<file path="config.mk">
export PLATFORM = sky130hd
export DESIGN_NAME = mux_rr_arbiter
export DESIGN_NICKNAME = d
export VERILOG_FILES = /design/src/rtl/mux_rr_arbiter.sv
export SDC_FILE = /design/constraint.sdc
export NUM_CORES = 1
export LEC_CHECK = 0
export ABC_AREA = 1
export BUFFER_PORTS_ARGS = -buffer_cell sky130_fd_sc_hd__buf_2
export CAP_MARGIN = 10
export CELL_PAD_IN_SITES_DETAIL_PLACEMENT = 0
export CELL_PAD_IN_SITES_GLOBAL_PLACEMENT = 1
export CORE_ASPECT_RATIO = 0.5
export CORE_MARGIN = 1
export CORE_UTILIZATION = 35
export DETAILED_ROUTE_END_ITERATION = 16
export PLACE_DENSITY = 0.92
export SYNTH_ARGS = -nofsm -noshare
export SYNTH_HDL_FRONTEND = slang
export SYNTH_SLANG_ARGS = --single-unit
</file>
<file path="constraint.sdc">
create_clock -name clk -period 5.96 [get_ports clk]
set_input_delay 0.298 -clock clk [delete_from_list [all_inputs] [get_ports clk]]
set_output_delay 0.298 -clock clk [all_outputs]
set_load 0.02 [all_outputs]
</file>
<file path="src/rtl/mux_rr_arbiter.sv">
// Round-robin arbiter driving a shared N:1 word mux onto a valid/ready channel.
// Define MUX_RR_ARB_BURST_LIMIT_EN to release each grant after BURST transfers.
module mux_rr_arbiter #(
    parameter int N     = 16,
    parameter int SELW  = 4,
    parameter int W     = 8,
    parameter int BURST = 4
) (
    input  logic            clk,
    input  logic            rst,
    input  logic [N-1:0]    req,
    input  logic [N*W-1:0]  in,
    input  logic            out_ready,
    output logic [SELW-1:0] sel,
    output logic [N-1:0]    gnt,
    output logic            out_valid,
    output logic [W-1:0]    out,
    output logic            busy
);

    if (N != (1 << SELW) || BURST < 1) begin : g_cfg_check
        $error("mux_rr_arbiter: N must equal 2**SELW and BURST must be >= 1");
    end

    typedef enum logic {
        IDLE,
        GRANT
    } state_t;

    localparam logic [N-1:0] ONE = {{(N-1){1'b0}}, 1'b1};

    state_t          state;
    logic [SELW-1:0] last;
    logic [SELW-1:0] pick;
    logic            found;
    logic            done;

    assign out_valid = (gnt != '0) && req[sel];
    assign out       = in[sel*W +: W];
    assign busy      = (state == GRANT);

    // Scan starts just after the last released index; SELW-bit add wraps.
    always_comb begin
        found = 1'b0;
        pick  = last;
        for (int k = 1; k <= N; k++) begin
            if (!found && req[last + SELW'(k)]) begin
                found = 1'b1;
                pick  = last + SELW'(k);
            end
        end
    end

`ifdef MUX_RR_ARB_BURST_LIMIT_EN
    localparam int BCW = $clog2(BURST) + 1;
    localparam logic [BCW-1:0] BLAST = BCW'(BURST - 1);

    logic [BCW-1:0] bcnt;
    logic           xfer;

    assign xfer = out_valid && out_ready;
    assign done = !req[sel] || (xfer && bcnt == BLAST);
`else
    assign done = !req[sel];
`endif

    always_ff @(posedge clk) begin
        if (rst) begin
            state <= IDLE;
            sel   <= '0;
            gnt   <= '0;
            last  <= SELW'(N - 1);
`ifdef MUX_RR_ARB_BURST_LIMIT_EN
            bcnt  <= '0;
`endif
        end else begin
            unique case (state)
                IDLE: begin
                    if (found) begin
                        sel   <= pick;
                        gnt   <= ONE << pick;
                        state <= GRANT;
`ifdef MUX_RR_ARB_BURST_LIMIT_EN
                        bcnt  <= '0;
`endif
                    end
                end
                GRANT: begin
                    if (done) begin
                        last  <= sel;
                        gnt   <= '0;
                        state <= IDLE;
                    end
`ifdef MUX_RR_ARB_BURST_LIMIT_EN
                    else if (xfer) begin
                        bcnt <= bcnt + 1'b1;
                    end
`endif
                end
            endcase
        end
    end

endmodule

</file>
Yosys cells after proc, flatten, opt, wreduce, memory -nomap -nowiden
Cells that the tools add are included.
W data, S select, Z words.
Word-level totals
  register bits: 25
  bits in latches: 0
  RAM bits: 0
  ROM bits: 0
  input port bits: 147
  output and inout bits: 30
  logic and storage cells: 149
  memories kept: 0
Operators by class
  $add $sub $neg: 15
  multiply operators: 0
  div/mod/pow operators: 0
  $lt $le $gt $ge: 17
  equal/unequal tests: 2
  shift operators: 2
  mux-type cells: 72
  bitwise gates (word level): 2
  reductions and logical operators: 35
Operators with widths (count)
  $shiftx A128 B8 Y8: 1
  $lt A4 B5 Y1 const B: 17
  $bmux W1 S4: 17
  $mux W4: 16
  $mux W1: 35
  $add A4 B4 Y4 const B: 8
  $mux W16: 2
  $pmux W16 S2: 1
  $add A4 B3 Y4 const B: 4
  $logic_and A1 B1 Y1: 16
  $reduce_bool A16 Y1: 1
  $shl A1 B4 Y16 const A: 1
  $logic_not A1 Y1: 15
  $add A4 B2 Y4 const B: 2
  $reduce_and A2 Y1: 3
  $add A4 B1 Y4 const B: 1
  $ne A2 B2 Y1 const B: 2
  $not A1 Y1: 2
  $pmux W1 S2: 1

Logic depth before layout (Yosys ltp)
Gate-level depths: netlist of run 1.
  word-level depth: 52
  depth in mapped cells: 35
  gate-level depth less buffers: 33

Worst setup path before layout of run 1
OpenSTA, ideal clock, no wires.
  path type: register to register
  start point: reg last[1]
  end point: reg gnt[9]
  setup time: 0.071 ns
  arrival: 3.305 ns
  required time: 5.889 ns
  path slack: 2.584 ns
  stages on the path, launching flop included: 25
  path buffers: 3
  period minus slack after synthesis: 3.376 ns
  path through: dfxtp_1 -> inv_1 -> buf_2 -> ha_1 -> inv_1 -> buf_2 -> nand3_1 -> nand3_1 -> nand2_1 -> nand2_2 -> nand2_4 -> nor2_8 -> nand4_4 -> nor2_4 -> nand4_4 -> nor2_4 -> nand4_2 -> inv_2 -> nand4_1 -> nand2_2 -> inv_2 -> nor2_4 -> buf_2 -> nand2_1 -> a21oi_1
Between the ends
  longest elaborated chain between the ends: 52
  elaborated cells between the ends (all ways): 114
  those cells by class: add/sub (15); eq/ne (1); shift (1); mux (66); reduce/logical (31)
Ends and longest elaborated chain
  from (decl): RTL line 33  | logic [SELW-1:0] last;
  from (signal assigned): RTL line 72  | last <= SELW'(N - 1);
  from (signal assigned): RTL line 90  | last <= sel;
  $add A4 B1 Y4: RTL line 47, 49
  $bmux W1 S4: RTL line 47  | if (!found && req[last + SELW'(k)]) begin
  $mux W1 (not written as such): RTL line 47
  $mux W1: RTL line 47
  $logic_not A1 Y1: RTL line 47
  $logic_and A1 B1 Y1: RTL line 47
  $mux W1: RTL line 47
  $logic_not A1 Y1: RTL line 47
  (+36 left out)
  $logic_and A1 B1 Y1: RTL line 47
  $mux W1: RTL line 47
  $logic_not A1 Y1: RTL line 47
  $logic_and A1 B1 Y1: RTL line 47
  $mux W4: RTL line 47
  $shl A1 B4 Y16: RTL line 81  | gnt <= ONE << pick;
  $mux W16: RTL line 79  | if (found) begin
  $pmux W16 S2: RTL line 77  | unique case (state)
  to (signal assigned): RTL line 81
  to (decl): RTL line 15  | output logic [N-1:0] gnt,
Parallel ways exist; a longest one is shown, timed or not. The select of a mux whose other input is x is not followed.
A chain may end at the register's enable or synchronous reset.

Worst setup path after layout of run 1
  start point: reg last[2]
  end point: reg gnt[12]
Same word-level chain as after synthesis.

==> flow_summary_export.csv, run 1 <==
group,metric,value,unit
timing,fin_crit,4.38,ns
cts,cts_tree,"done",
synthesis,postSynthAreaPerCell,5.59,sq um
timing,relSlewSlack,28.6,%
cts,post_cts_buffers,0,
placed_design,pre_cts_ws,1.65,ns
cts,h-tree-depth,1,
die,rows,28,
timing,fin_crit_sh,73.5,%
global_routing,grt.overflow.total,0,
route,wl_per_cell,13.5,microns
worst_hold_path,hold_class,"primary input to register",
global_routing,grt.total_usage,22.5,%
worst_setup_path,path_common_cell,"nand2_1",
global_routing,grt_pass1_wl,23800,microns
die,initial_utilization,36.2,%
synthesis,yosys_warnings,0,
die,die_area,12800,sq um
timing,finalMaxSlewViolations,0,
finish,fin_cells,1083,
timing,hold_viol,0,
route,post-route-drc-count,0,
placed_design,dp.cells,1079,
route,firstDrtPassIters,4,
power,power.density,684,nW/um^2
worst_setup_path,cp.required,6.15,ns
cts,clock_path_buffers,2,
cts,cts.sinks,25,
synthesis,syn-cell-area,4310,sq um
worst_setup_path,worst_path_max_delay_cell,"dfxtp_1",
synthesis,synth-seq-cells,25,
global_routing,grt_max_degree,83,
flow_run,maxCapViolations,0,
route,drt_iter0_markers,376,
synthesis,synth_cell_types,44,
timing,fmax,228,MHz
power,max-vdd-ir-drop,0.000334,V
global_routing,grt_pass1_vias,4935,
finish,diodes,0,
worst_setup_path,slowest_delay,0.77,ns
timing,fin_setup_tns,0,ns
cts,cts-root-buf,"clkbuf_16",
power,p_leak,2.78,nW
finish,drive_gt1_share,24.6,%
worst_setup_path,path_delay_family,"simple AND/OR/NAND/NOR gates",
worst_hold_path,holdCritStartpoint,"rst",
worst_setup_path,cp_max_fo,13,
die,fp.dieW,159,microns
finish,syn2layout_area_growth,23.9,%
finish,layout.nets,1074,
route,num_vias,5388,
synthesis,syn_nets,926,
timing,clock_skew,0.00433,ns
global_routing,antenna_found_initial,0,
die,die_y,80.5,microns
worst_setup_path,timing.critical_path.cells,"inv_2, ha_1, inv_1, nand3_1, nand2_1, inv_1, o21ai_0, inv_1, nand2_1, nor2_1, nand3_2, clkinv_1, nand2_1, nand2_1, nand2_1, nand2_1, nand2_1, nand2_1, a21oi_2, nand3_1, a21oi_1, nand2_1, a21oi_1",
run_status,outcome,"complete, no violations",
cts,cts_hold_buffers,0,
worst_setup_path,cp-startpoint,"last[2]",
timing,fin_ws,1.58,ns
timing,rsz0062_at_grt,"no",
timing,worst_pin_slew,1.07,ns
placed_design,gp_congestion,0.919,
route,routed_wirelength,14600,microns
worst_setup_path,crit_arrival,4.57,ns
die,ios,177,
route,antenna_left,0,
cts,clk_latency,0.26,ns
die,core_area,11900,sq um
worst_setup_path,r2r_start,"last[2]",
synthesis,syn_inst,771,
power,fin_total_pwr,3.65,mW
placed_design,port_buffers,175,
cts,clk_pin_slew_worst_paths,0.06,ns
timing,setup_viol,0,
worst_setup_path,crit_buf_inv,5,
cts,cts_resized,0,
synthesis,ys_seq_area_share,11.6,%
worst_setup_path,worstSetupPathType,"register to register",
cts,numCtsBuffers,3,
placed_design,post-dp-hpwl,11500,microns
worst_setup_path,critPathLaunchType,"register",
worst_setup_path,critPathCaptureType,"register",
route,via_per_inst,4.98,
final timing paths:
check,end,slack [ns],cells past startpoint
max,gnt[12],1.58,23
min reg2reg,gnt[3],0.48,2
min,gnt[6],0.44,2
max reg2reg,gnt[12],1.58,23
metal layers:
layer	GRT usage (%)	vias up	routed length, microns
met2	42.3	147	7010
li1	-	2853	-
met3	2.12	14	663
met4	3.37	0	172
met5	0	-	0
met1	28.4	2374	6760
power breakdown:
group	total [mW]	internal [mW]	switching (mW)
clock	0.148	0.0913	0.0563
combinational	3.18	1.02	2.16
sequential	0.325	0.225	0.0999
cell usage in the layout (no fill, tap or decap), types with 10 or more instances in the layout:
master / instances
nand2_1: 209
buf_2: 175
nand3_1: 86
inv_1: 85
o21ai_0: 70
a21oi_1: 59
nor2_1: 52
o211ai_1: 34
mux2i_1: 32
dfxtp_1: 24
inv_2: 12
nand2_2: 10
cell usage after synthesis, drive strengths merged:
| cell | n | area share, % |
|---|---|---|
| inv | 97 | 8.4 |
| xor2 | 6 | 1.7 |
| a21boi | 1 | 0.17 |
| nand2 | 220 | 20 |
| clkinv | 4 | 0.46 |
| nor2 | 58 | 6.1 |
| dfxtp | 25 | 12 |
| a41oi | 1 | 0.20 |
| a21oi | 61 | 7.3 |
| o21a | 1 | 0.17 |
| and2 | 1 | 0.15 |
| nor4 | 4 | 0.58 |
| buf | 15 | 2.2 |
| o21ai | 74 | 8.7 |
| ha | 8 | 2.3 |
| mux2i | 32 | 7.4 |
| o221ai | 3 | 0.61 |
| clkbuf | 24 | 2.1 |
| xnor2 | 2 | 0.41 |
| nand4 | 6 | 2.1 |
| nand3 | 88 | 11 |
| a31oi | 1 | 0.15 |
| nand3b | 1 | 0.17 |
| or2 | 3 | 0.44 |
| o22ai | 1 | 0.15 |
| o211ai | 34 | 5.9 |
final cells by class:
type / instances / area [sq um]
timing repair buffer: 182 / 928
multi-input combinational: 606 / 3240
clock buffer: 4 / 78.8
sequential: 25 / 504
fill: 1308 / 6570
inverter: 101 / 384
tap: 165 / 206
registers in the layout, indices dropped and copies added (netlist names):
| name | flops |
|---|---|
| busy | 1 |
| gnt | 16 |
| last | 4 |
| sel | 4 |
worst reg2reg max path, cell delays in order (launching register included):
cell	delay [ns]
dfxtp_1	0.77
inv_2	0.28
ha_1	0.50
inv_1	0.27
nand3_1	0.13
nand2_1	0.08
inv_1	0.04
o21ai_0	0.48
inv_1	0.12
nand2_1	0.10
nor2_1	0.06
nand3_2	0.13
clkinv_1	0.12
nand2_1	0.07
nand2_1	0.07
nand2_1	0.06
nand2_1	0.05
nand2_1	0.05
nand2_1	0.09
a21oi_2	0.25
nand3_1	0.13
a21oi_1	0.24
nand2_1	0.10
a21oi_1	0.13
stage by stage:
step / util, % / hold WS, ns / cell area, sq um
finish: 44.8 / 0.443 / 5340
CTS: 44.8 / 0.435 / 5340
global placement: 44.2 / 0.467 / 5260
global route: 44.8 / 0.456 / 5340
detailed placement: 44.2 / 0.472 / 5260
floorplan: - / 0.453 / 4310
cell families after synthesis:
| family | count (synthesis) | synth area share, % |
|---|---|---|
| flip-flops | 25 | 11.6 |
| multiplexers | 32 | 7.43 |
| AO/OA/AOI/OAI | 177 | 23.3 |
| AND/OR/NAND/NOR | 381 | 40.0 |
| buffers and inverters | 140 | 13.2 |
| XOR/XNOR | 8 | 2.06 |
| adder cells (fa/ha/maj) | 8 | 2.32 |
(Power assumes the default switching activity.)
==> run 2: changes to the inputs <==
Settings changed: CORE_UTILIZATION 35 to 29, PLACE_DENSITY 0.92 to 0.81.
Clock period 5.96 ns to 3.8 ns, I/O delays scaled along.
==> flow_summary_export.csv, run 2 (synthesis results as in run 1) <==
group,metric,value,unit
cts,clk_pin_slew_worst_paths,0.06,ns
placed_design,port_buffers,175,
timing,fmax,289,MHz
global_routing,grt.total_usage,19.7,%
timing,fin_setup_tns,0,ns
cts,cts-root-buf,"clkbuf_16",
global_routing,grt_pass1_wl,24700,microns
power,fin_total_pwr,6.18,mW
placed_design,gp_congestion,0.909,
finish,fillerInstances,1617,
cts,h-tree-depth,1,
finish,layout.nets,1105,
route,antenna_left,0,
timing,rsz0062_at_grt,"no",
finish,regMostFlops,"gnt",
placed_design,post-dp-hpwl,12600,microns
route,drt_iter0_markers,261,
die,ios,177,
worst_hold_path,hold_class,"primary input to register",
power,p_leak,2.94,nW
finish,drive_gt1_share,28.0,%
die,core_area,14500,sq um
finish,largest_reg_flops,16,
worst_setup_path,worst_path_max_delay_cell,"dfxtp_1",
timing,setup_viol,0,
worst_setup_path,crit_arrival,3.65,ns
timing,hold_viol,0,
die,die_area,15400,sq um
worst_setup_path,cp.required,3.99,ns
finish,largestRegisters,"gnt (16), last (4), sel (4)",
cts,cts.sinks,25,
flow_run,maxCapViolations,0,
power,power.density,1090,nW/um^2
finish,syn2layout_area_growth,31.9,%
worst_setup_path,worstSetupPathType,"register to register",
route,post-route-drc-count,0,
route,via_per_inst,4.83,
die,rows,31,
placed_design,dp.cells,1137,
route,wl_per_cell,13.6,microns
finish,final_util,39.3,%
cts,numCtsBuffers,3,
timing,relSlewSlack,54.6,%
cts,cts_hold_buffers,0,
timing,fin_ws,0.344,ns
placed_design,pre_cts_ws,0.251,ns
die,fp.dieW,174,microns
die,die_y,88.2,microns
global_routing,antenna_found_initial,0,
worst_setup_path,slowest_delay,0.37,ns
finish,final_common_cell,"nand2_1",
worst_setup_path,timing.critical_path.cells,"buf_4, ha_1, nand2_1, xor2_2, inv_1, nand2_2, nand2_4, nor2_8, nand4_4, nor2_4, nand4_4, nor2_4, buf_4, nand4_4, or2_0, nand2_1, a21oi_2, buf_4, a21oi_1, nand2_1, nor2_1, nor2_1, nor2_1",
timing,clock_skew,0.00248,ns
route,firstDrtPassIters,5,
cts,clock_path_buffers,2,
worst_setup_path,critPathLaunchType,"register",
cts,clk_latency,0.26,ns
finish,final_cell_mix,"208 x nand2_1, 175 x buf_2, 86 x nand3_1",
worst_setup_path,critPathCaptureType,"register",
placed_design,placed_cell_area,5500,sq um
timing,holdWs,0.336,ns
finish,fin_cells,1147,
power,max-vdd-ir-drop,0.000640,V
timing,fin_crit_sh,90.9,%
timing,finalMaxSlewViolations,0,
finish,diodes,0,
cts,cts_tree,"done",
worst_setup_path,cp_max_fo,10,
global_routing,grt_pass1_vias,5047,
finish,final_area,5690,sq um
global_routing,grt.overflow.total,0,
route,num_vias,5537,
global_routing,grt_max_degree,66,
timing,worst_pin_slew,0.681,ns
die,initial_utilization,29.8,%
run_status,outcome,"complete, no violations",
timing,fin_crit,3.46,ns
route,routed_wirelength,15600,microns
[run 2: changes by cell type in the layout (fill, tap and decap cells not counted), sizes merged]
| cell | delta |
|---|---|
| buf | +31 |
[run 2: final cells by class]
cell class	instances	area (sq um)	share of cell area, %
Multi-Input combinational cell	606	3290	57.9
Timing Repair Buffer	213	1180	20.7
Sequential cell	25	504	8.87
Inverter	101	387	6.80
Tap cell	198	248	4.36
Clock buffer	4	78.8	1.39
[run 2: per-layer routing]
metal  vias up  GRT usage, %  share of wire, %
li1       2912             -                 -
met1      2452          25.6                48
met2       156          36.3                47
met3        17          1.82               3.9
met4         0          3.03               1.2
met5         -             0                 0
[run 2: power breakdown]
part | total (mW) | internal (mW) | switching, mW
sequential | 0.473 | 0.353 | 0.121
combinational | 5.48 | 1.92 | 3.56
clock | 0.232 | 0.143 | 0.0886
[run 2: repair_timing]
item	CTS	global route
buffers inserted	0	6
setup endpoints to repair	0	17
gates resized for setup	0	13
[run 2: worst max-delay path, delay by kind of cell (launching register included)]
kind	cells	cell delay, ns
flops	1	0.37
simple gates	15	1.81
compound gates	2	0.19
xor+xnor	1	0.19
buf+inv	4	0.62
fa+ha+maj	1	0.20
[run 2: path summary, 6_finish.rpt]
path | from | endpoint | slack (ns) | cells past startpoint
max | last[2] | gnt[7] | 0.34 | 23
min | rst | gnt[15] | 0.34 | 2
max reg2reg | last[2] | gnt[7] | 0.34 | 23
min reg2reg | sel[1] | last[1] | 0.47 | 2
